[config.mk]
export PLATFORM = sky130hd
export DESIGN_NAME = fetch_ctrl
export DESIGN_NICKNAME = d
export VERILOG_FILES = /design/src/rtl/fetch_ctrl.sv
export SDC_FILE = /design/constraint.sdc
export NUM_CORES = 1
export LEC_CHECK = 0
export CORE_ASPECT_RATIO = 1.75
export CORE_MARGIN = 2
export CORE_UTILIZATION = 39
export CTS_BUF_LIST = sky130_fd_sc_hd__clkbuf_8
export CTS_CLUSTER_SIZE = 20
export DETAILED_ROUTE_END_ITERATION = 8
export GPL_TIMING_DRIVEN = 0
export PLACE_DENSITY = 0.9
export SLEW_MARGIN = 20
export SYNTH_ARGS = -nofsm -noshare
export SYNTH_HDL_FRONTEND = slang
export SYNTH_SLANG_ARGS = --single-unit
[constraint.sdc]
create_clock -name clk -period 1.65 [get_ports clk]
set_input_delay 0.165 -clock clk [delete_from_list [all_inputs] [get_ports clk]]
set_output_delay 0.165 -clock clk [all_outputs]
set_load 0.01 [all_outputs]
[src/rtl/fetch_ctrl.sv]
// Fetch sequencer: reads imem at the current PC and hands each word downstream; it drives the PC register's select code.
// Latency: at least 3 cycles per instruction (REQ with same-cycle ack, OUT accepted, next REQ).
// Backpressure: the PC is held while the memory or consumer stalls; it advances only on a consumer accept.
module fetch_ctrl #(
    parameter int W      = 8,
    parameter int IW     = 32,
    parameter int TO_CYC = 15
) (
    input  logic          clk,
    input  logic          rst,
    input  logic [W-1:0]  pc_cur_i,
    output logic [1:0]    sel_o,
    output logic [W-1:0]  pc_tgt_o,
    output logic          imem_req_o,
    output logic [W-1:0]  imem_addr_o,
    input  logic          imem_ack_i,
    input  logic [IW-1:0] imem_data_i,
    output logic [IW-1:0] instr_o,
    output logic          instr_valid_o,
    input  logic          instr_ready_i,
    input  logic          jump_i,
    input  logic [W-1:0]  jump_tgt_i,
    input  logic          halt_i,
    output logic [1:0]    err_o,
    output logic [15:0]   instr_cnt_o
);

    localparam logic [1:0] SEL_RST  = 2'b00;
    localparam logic [1:0] SEL_HOLD = 2'b01;
    localparam logic [1:0] SEL_INC  = 2'b10;
    localparam logic [1:0] SEL_JMP  = 2'b11;

    localparam logic [1:0] ERR_ALIGN   = 2'b01;
    localparam logic [1:0] ERR_TIMEOUT = 2'b10;

    // Counter value seen in the TO_CYC-th REQ cycle without an ack.
    localparam logic [7:0] TO_LAST = 8'(TO_CYC - 1);

    typedef enum logic [2:0] {
        S_IDLE,
        S_REQ,
        S_OUT,
        S_HALT,
        S_ERR
    } state_t;

    state_t     state;
    logic [7:0] to_cnt;
    logic       accept;
    logic       jump_bad;

    assign accept      = (state == S_OUT) && instr_ready_i;
    assign jump_bad    = jump_i && (jump_tgt_i[1:0] != 2'b00);
    assign pc_tgt_o    = jump_tgt_i;
    assign imem_addr_o = pc_cur_i;

    // Select must react within the accept cycle so the PC moves on that same edge.
    always_comb begin
        sel_o = SEL_HOLD;
        if (rst) begin
            sel_o = SEL_RST;
        end else if (accept) begin
            if (!jump_i) begin
                sel_o = SEL_INC;
            end else if (!jump_bad) begin
                sel_o = SEL_JMP;
            end
        end
    end

    always_ff @(posedge clk) begin
        if (rst) begin
            state         <= S_IDLE;
            instr_o       <= '0;
            instr_valid_o <= 1'b0;
            imem_req_o    <= 1'b0;
            err_o         <= 2'b00;
            instr_cnt_o   <= 16'd0;
            to_cnt        <= 8'd0;
        end else begin
            case (state)
                S_IDLE: begin
                    if (!halt_i) begin
                        state      <= S_REQ;
                        imem_req_o <= 1'b1;
                    end
                end
                S_REQ: begin
                    if (imem_ack_i) begin
                        instr_o       <= imem_data_i;
                        instr_valid_o <= 1'b1;
                        to_cnt        <= 8'd0;
                        imem_req_o    <= 1'b0;
                        state         <= S_OUT;
                    end else begin
                        to_cnt <= to_cnt + 8'd1;
                        if (to_cnt == TO_LAST) begin
                            err_o      <= ERR_TIMEOUT;
                            imem_req_o <= 1'b0;
                            state      <= S_ERR;
                        end
                    end
                end
                S_OUT: begin
                    if (instr_ready_i) begin
                        instr_valid_o <= 1'b0;
                        instr_cnt_o   <= instr_cnt_o + 16'd1;
                        if (jump_bad) begin
                            err_o <= ERR_ALIGN;
                            state <= S_ERR;
                        end else if (halt_i) begin
                            state <= S_HALT;
                        end else begin
                            state      <= S_REQ;
                            imem_req_o <= 1'b1;
                        end
                    end
                end
                S_HALT: begin
                    if (!halt_i) begin
                        state      <= S_REQ;
                        imem_req_o <= 1'b1;
                    end
                end
                S_ERR: begin
                    state <= S_ERR;
                end
                default: begin
                    state <= S_ERR;
                end
            endcase
        end
    end

endmodule

Word-level counts from Yosys, hierarchy flattened
Index checks and enable logic that the tools add are counted.
{"block": "classes", "addsub": 2, "reduce_logical": 13, "n_eq_ne": 12, "n_mux": 26}
{"cell": "2-to-1 mux 2 bit", "count": 9}
{"cell": "adder 16 x 1 -> 16 bit, second input constant", "count": 1}
{"cell": "2-to-1 mux 3 bit", "count": 5}
{"cell": "!= test 2 bit, second input constant", "count": 7}
{"cell": "one-hot mux 3 bit (3 select lines)", "count": 1}
{"cell": "adder 8 x 1 -> 8 bit, second input constant", "count": 1}
{"cell": "equality test 8 x 4 -> 1 bit, second input constant", "count": 1}
{"cell": "2-to-1 mux 8 bit", "count": 1}
{"cell": "2-to-1 mux 1 bit", "count": 7}
{"cell": "equality test 3 x 2 -> 1 bit, second input constant", "count": 2}
{"cell": "AND reduction 3 bit", "count": 2}
{"cell": "AND reduction 5 bit", "count": 1}
{"cell": "one-hot mux 2 bit (2 select lines)", "count": 1}
{"cell": "AND reduction 2 bit", "count": 2}
{"cell": "AND reduction 4 bit", "count": 1}
{"cell": "nonzero test 2 bit", "count": 2}
{"cell": "equality test 3 x 1 -> 1 bit, second input constant", "count": 1}
{"cell": "zero test 3 bit", "count": 1}
{"cell": "!= test 3 bit, second input constant", "count": 1}
{"cell": "one-hot mux 1 bit (3 select lines)", "count": 1}
{"cell": "nonzero test 3 bit", "count": 1}
{"cell": "logical AND 1 bit", "count": 2}
{"cell": "one-hot mux 1 bit (2 select lines)", "count": 1}
{"cell": "OR reduction 2 bit", "count": 1}
{"block": "word_totals", "out_inout_bits": 70, "in_bits": 54, "reg_bits": 63, "elab_cells": 60}

Logic depth before layout (Yosys ltp)
Gate-level depths: netlist of the first run.
{"block": "depth", "ltp_word": 6, "depth_mapped": 7, "mapped_depth_nobuf": 6}

Worst setup path after synthesis of the first run
OpenSTA, ideal clock, no wires.
{"block": "synth_path", "path_type": "reg2reg", "start": "register state[2]", "end": "register instr_cnt_o[15]", "arrival_ns": 1.664, "t_required_ns": 1.580, "slack_ns": -0.084, "n_path_buf": 3, "path_stages_with_launch": 8, "setup_ns": 0.070, "period_less_slack_ns": 1.734, "cell_sequence": "dfxtp_1 buf_6 nand4bb_1 buf_2 or2_1 buf_6 or4_1 a21oi_1"}
{"block": "synth_via", "elab_chain_cells": 2}
{"item": "start: declaration", "line_no": "47", "text": "state_t state;"}
{"item": "start signal: assignment", "line_no": "73", "text": "state <= S_IDLE;"}
{"item": "start signal: assignment", "line_no": "84", "text": "state <= S_REQ;"}
{"item": "start signal: assignment", "line_no": "94", "text": "state <= S_OUT;"}
{"item": "equality test 3 x 2 -> 1 bit", "line_no": "81", "text": "case (state)"}
{"item": "AND reduction 2 bit (no source line)"}
{"item": "end signal: assignment", "line_no": "107", "text": "instr_cnt_o <= instr_cnt_o + 16'd1;"}
{"item": "end: declaration", "line_no": "25", "text": "output logic [15:0] instr_cnt_o"}
Every way passes these cells.
A chain may end at the register's enable or synchronous reset.

Worst setup path in the final report of the first run
{"block": "layout_path", "start": "register state[0]", "end": "register instr_cnt_o[15]"}
The elaborated chain is that of the path after synthesis.

==> results.yml, run 1 <==
outcome:
  outcome: "finished with violations"
  failed_checks: "setup timing"
worst_setup_path:
  setup.worst_path.class: "register to register"
  worst-endpoint-required_ps: 1930
  cp.arrival_ps: 1960
  cp_cell_sequence: "nand4bb_1, buf_6, or2_4, or4_4, a21oi_2"
  cp_num_cells: 5
  crit_fanout: 6
  cp_top_family: "simple AND/OR/NAND/NOR gates"
  r2r_slack_ps: -30
  cpMaxStageDelayCell: "or4_4"
  start_kind: "register"
  startpoint: "state[0]"
  crit_path_max_incr_delay_ps: 490
  path_buf_inv: 1
  critPathCaptureType: "register"
  worstReg2RegStart: "state[0]"
  r2r.worst_path.cells: 5
sta:
  tightest_slew_ps: 563
  finalCriticalPeriod_ps: 1680
  slew_violations: 0
  finalCritPeriodShare_pct: 102
  layout_setup_ws_ps: -27.0
  setup_viol: 2
  slew_headroom_pct: 62.5
  skew_ps: 7.92
  setup_tns_ps: -38.3
  finalHoldViolations: 0
  hold_slack_ps: 317
  max_freq_mhz: 596
  rsz0062_at_grt: "yes"
yosys:
  avgSynthCellArea_sq_um: 8.06
  async_reset_ff_share_pct: 0
  ys_seq_area_share_pct: 46.0
  ys_seq_elements: 63
  synth_warnings: 0
  synth_nets: 397
  synthCells: 340
  synth_edf_count: 0
  ys.flop_type: "dfxtp_1"
  ys_types: 37
  syn-cell-area_sq_um: 2740
clock_network:
  cts_root_buffer: "clkbuf_8"
  holdBufCountCts: 0
  clock_latency_ps: 350
  htree_levels: 3
  clock-sinks: 63
  cts.clk_slew.worst_paths_ps: 70
  clockBufferDepth: 2
  cts_buffers: 9
  cts_tree: "done"
worst_hold_path:
  hold_start: "rst"
  hold_path_class: "input pin to register"
  min_path_cells: 3
power_and_ir_drop:
  p_per_area_nw_per_um2: 882
  p_sw_share_pct: 23.6
  power.leakage_nw: 1.63
  switchingPower_uw: 918
  seq_power_share_pct: 41.8
  intPower_mw: 2.97
  total_power_mw: 3.89
  p_comb_share_pct: 16.4
  irDropWorstVdd_mv: 0.603
  clkPwrFrac_pct: 41.8
place:
  dp_slack_ps: -502
  dp_hpwl_um: 5820
  gp_congestion: 0.809
  io_buffers: 107
die:
  die_area_sq_um: 7740
  pin_count: 124
  dieWidth_um: 67.4
  die_h_um: 115
  start_util_pct: 39.9
  row_count: 40
  coreArea_sq_um: 6860
final_layout:
  nFillCells: 577
  layout_common_cells: "clkdlybuf4s50_1 (104), nand2_1 (77), dfxtp_1 (55), a21oi_1 (43), buf_4 (35)"
  final_nets: 528
  synthToLayoutAreaGrowth_pct: 60.9
  drive_gt1_share_pct: 18.5
  antenna-diode-count: 0
  final_common_cell: "clkdlybuf4s50_1"
routing:
  drcViolationCount: 0
  wl_um: 8270
  via_per_inst: 5.13
  route.detailed.wl_per_inst_um: 14.8
  via_count: 2874
  drtAntennaViolNets: 0
  drtIter0Drc: 149
  drt_first_pass_iters: 5
grt:
  grt_pass1_wl_um: 12400
  antenna_found_initial: 0
  grt_pass1_vias: 2715
  grt_use_total_pct: 21.2
  grt_remaining_overflow: 0
  grt_max_degree: 11
flow_run:
  drv_cap: 0
-- stage by stage --
step | std cells | util, % | instance area [sq um]
2_1_floorplan | 340 | - | 2740
3_3_place_gp | 531 | 57.2 | 3920
3_5_place_dp | 531 | 57.2 | 3920
4_1_cts | 552 | 62.4 | 4280
5_1_grt | 560 | 64.3 | 4410
6_report | 560 | 64.3 | 4410
-- synth_stat cells, drive strengths merged, types with 3 or more instances --
master / number / area (sq um)
inv: 3 / 11.3
nand2: 78 / 293
a21oi: 46 / 230
nand3: 8 / 40.0
and3: 3 / 18.8
and2: 3 / 18.8
nor2: 23 / 86.3
nor3: 7 / 35.0
clkbuf: 14 / 52.6
xor2: 8 / 70.1
o31ai: 5 / 37.5
ha: 3 / 37.5
buf: 24 / 173
or4: 6 / 45.0
nor4: 4 / 25.0
nand4: 6 / 37.5
o21ai: 9 / 45.0
xnor2: 6 / 52.6
dfxtp: 63 / 1260
nor2b: 4 / 25.0
-- flip-flops by register name, indices dropped and copies added (netlist names) --
signal	cells
err_o	2
imem_req_o	1
instr_cnt_o	16
instr_o	32
instr_valid_o	1
state	3
to_cnt	8
-- repair_timing --
item	in CTS	in global routing
buffers inserted	11	8
gates resized for setup	38	23
pin swaps	7	10
hold endpoints to repair	0	0
endpoints found under the setup margin	41	45
-- path summary, 6_finish.rpt --
kind,to
setup / recovery,instr_cnt_o[15]
hold / removal,state[1]
setup reg to reg,instr_cnt_o[15]
hold reg to reg,instr_o[24]
-- power by group through the flow --
stage	sequential, mW	combinational [mW]	clock (mW)
finish	1.63	0.637	1.62
global route	1.63	0.689	1.71
CTS	1.62	0.578	1.65
floorplan	1.67	0.236	0
detailed placement	1.66	0.552	0
global placement	1.65	0.537	0
-- cell families (layout without fill, tap and decap cells) --
family,Yosys count,count (layout),share of synthesized area (%)
AND/OR/NAND/NOR,153,153,26.1
AO/OA/AOI/OAI,64,64,12.5
flip-flops,63,63,46.0
buffers and inverters,41,177,8.63
XOR/XNOR,14,14,4.48
adder cells (fa/ha/maj),3,3,1.37
multiplexers,2,2,0.822
-- worst reg2reg max path, cell delays in order (launching register included) --
cell and delay (ps):
dfxtp_4 370, nand4bb_1 200, buf_6 150, or2_4 250
or4_4 500, a21oi_2 140
-- area by class of cell --
| type | count | area, sq um | share of cell area (%) |
|---|---|---|---|
| well taps | 84 | 105 | 2.39 |
| inverters | 3 | 11.3 | 0.256 |
| clock inverters | 6 | 101 | 2.30 |
| plain buffers | 33 | 216 | 4.91 |
| multi-input cells | 236 | 1350 | 30.6 |
| flip-flops and latches | 63 | 1280 | 29.1 |
| repair buffers | 125 | 1210 | 27.4 |
| clock buffers | 10 | 138 | 3.12 |
-- layer usage --
layer	track usage (%)	up-vias	part of all wire, %
met1	21.5	1353	35
li1	-	1394	-
met2	39.2	104	57
met5	0	-	0
met3	3.52	23	4.7
met4	12.1	0	3.7
No activity file was read; power rests on OpenSTA's default activity.
==> run 2: changes to the inputs <==
- CORE_MARGIN: 2 -> default
- MAX_ROUTING_LAYER: default -> met4
==> results.yml, run 2 (same netlist as run 1, synthesis figures left out) <==
die:
  row_count: 40
  coreArea_sq_um: 6810
  start_util_pct: 40.2
  die_h_um: 113
  dieWidth_um: 65.4
  pin_count: 124
  die_area_sq_um: 7380
grt:
  grt_pass1_wl_um: 12100
  top_usage_layer: "met2"
  grt_use_total_pct: 22.1
  antenna_found_initial: 0
  use_met1_pct: 22.7
  grt_remaining_overflow: 0
  grt_pass1_vias: 2753
  grt_max_degree: 12
  grt_use_met3_pct: 3.73
  use_met2_pct: 37.3
sta:
  finalHoldViolations: 0
  slew_violations: 0
  rsz0062_at_grt: "yes"
  finalCriticalPeriod_ps: 1700
  setup_viol: 7
  slew_headroom_pct: 55.5
  max_freq_mhz: 589
  layout_setup_ws_ps: -46.9
  setup_tns_ps: -193
  skew_ps: 7.05
  tightest_slew_ps: 667
  finalCritPeriodShare_pct: 103
routing:
  via_per_inst: 5.11
  wl_um: 8340
  drtIter0Drc: 180
  drcViolationCount: 0
  drtAntennaViolNets: 0
  via_count: 2885
  route.detailed.wl_per_inst_um: 14.8
  drt_first_pass_iters: 4
place:
  io_buffers: 107
  place_inst: 531
  gp_congestion: 0.857
  dpl_cell_area_sq_um: 3920
  dp_hpwl_um: 5570
clock_network:
  clock_latency_ps: 350
  cts_root_buffer: "clkbuf_8"
  cts_tree: "done"
  cts.clk_slew.worst_paths_ps: 70
  clockBufferDepth: 2
  clock-sinks: 63
  cts_buffers: 9
  holdBufCountCts: 0
  htree_levels: 3
power_and_ir_drop:
  irDropWorstVdd_mv: 0.527
  seq_power_share_pct: 45.4
  intPower_mw: 2.63
  p_per_area_nw_per_um2: 802
  total_power_mw: 3.57
  power.leakage_nw: 1.64
  p_sw_share_pct: 26.3
  switchingPower_uw: 937
  clkPwrFrac_pct: 36.4
  p_comb_share_pct: 18.2
final_layout:
  final_common_cell: "clkdlybuf4s50_1"
  antenna-diode-count: 0
  final_nets: 533
  final_area_sq_um: 4450
  drive_gt1_share_pct: 21.8
  layout_common_cells: "clkdlybuf4s50_1 (104), nand2_1 (77), dfxtp_1 (51), a21oi_1 (42), buf_4 (38)"
  synthToLayoutAreaGrowth_pct: 62.3
  largest_register_ffs: 32
  layout_top_registers: "instr_o: 32 flops, instr_cnt_o: 16 flops, to_cnt: 8 flops"
  instances_no_fill: 565
  top_register: "instr_o"
worst_setup_path:
  start_kind: "register"
  critPathCaptureType: "register"
  cp.arrival_ps: 1980
  worst-endpoint-required_ps: 1930
  crit_fanout: 8
  setup.worst_path.class: "register to register"
outcome:
  failed_checks: "setup timing"
  outcome: "finished with violations"
flow_run:
  drv_cap: 0
worst_hold_path:
  hold_path_class: "input pin to register"
run 2: layer usage:
layer / part of all wire, % / up-vias / routed length (um)
met4: 4.5 / 0 / 374
met2: 55 / 128 / 4550
met1: 37 / 1315 / 3060
met5: 0 / - / 0
met3: 4.3 / 32 / 357
li1: - / 1410 / -
run 2: layout make-up:
class / count / area [sq um]
fill: 563 / 2360
clock inverter: 7 / 65.1
sequential: 63 / 1290
inverter: 3 / 11.3
multi-input combinational: 236 / 1390
timing repair buffer: 131 / 1260
tap: 84 / 105
clock buffer: 9 / 124
buffer: 32 / 209
run 2: worst paths after layout:
path	start	endpoint	slack, ps	cells after the start
max	instr_cnt_o[4]	instr_cnt_o[14]	-50	4
min	instr_ready_i	imem_req_o	330	3
max reg2reg	instr_cnt_o[4]	instr_cnt_o[14]	-50	4
min reg2reg	instr_o[25]	instr_o[25]	450	2
run 2: through the flow:
step                hold slack [ps]  setup WS (ps)  util (%)
floorplan                       301           3.72         -
global route                    360          -78.1      65.3
CTS                             287          -14.5      62.2
global placement                442           -493      57.6
finish                          327          -46.9      65.3
detailed placement              446           -508      57.6
run 2: power groups by stage:
| stage | Clock (mW) | Sequential (mW) | Combinational, mW |
|---|---|---|---|
| after floorplan | 0 | 1.67 | 0.236 |
| after global routing | 1.39 | 1.62 | 0.697 |
| after CTS | 1.32 | 1.62 | 0.588 |
| final | 1.30 | 1.62 | 0.649 |
| after global placement | 0 | 1.65 | 0.534 |
| after detailed placement | 0 | 1.65 | 0.549 |
run 2: timing repair:
action,CTS,global route
resized for setup,33,44
buffers inserted,14,10
pin swaps,8,10
endpoints found under the setup margin,41,46
run 2: worst max-delay path, stage by stage, from the launching register on:
cell	delay, ps
dfxtp_2	400
nand4_1	220
or2_4	360
or4_4	520
a21oi_2	130
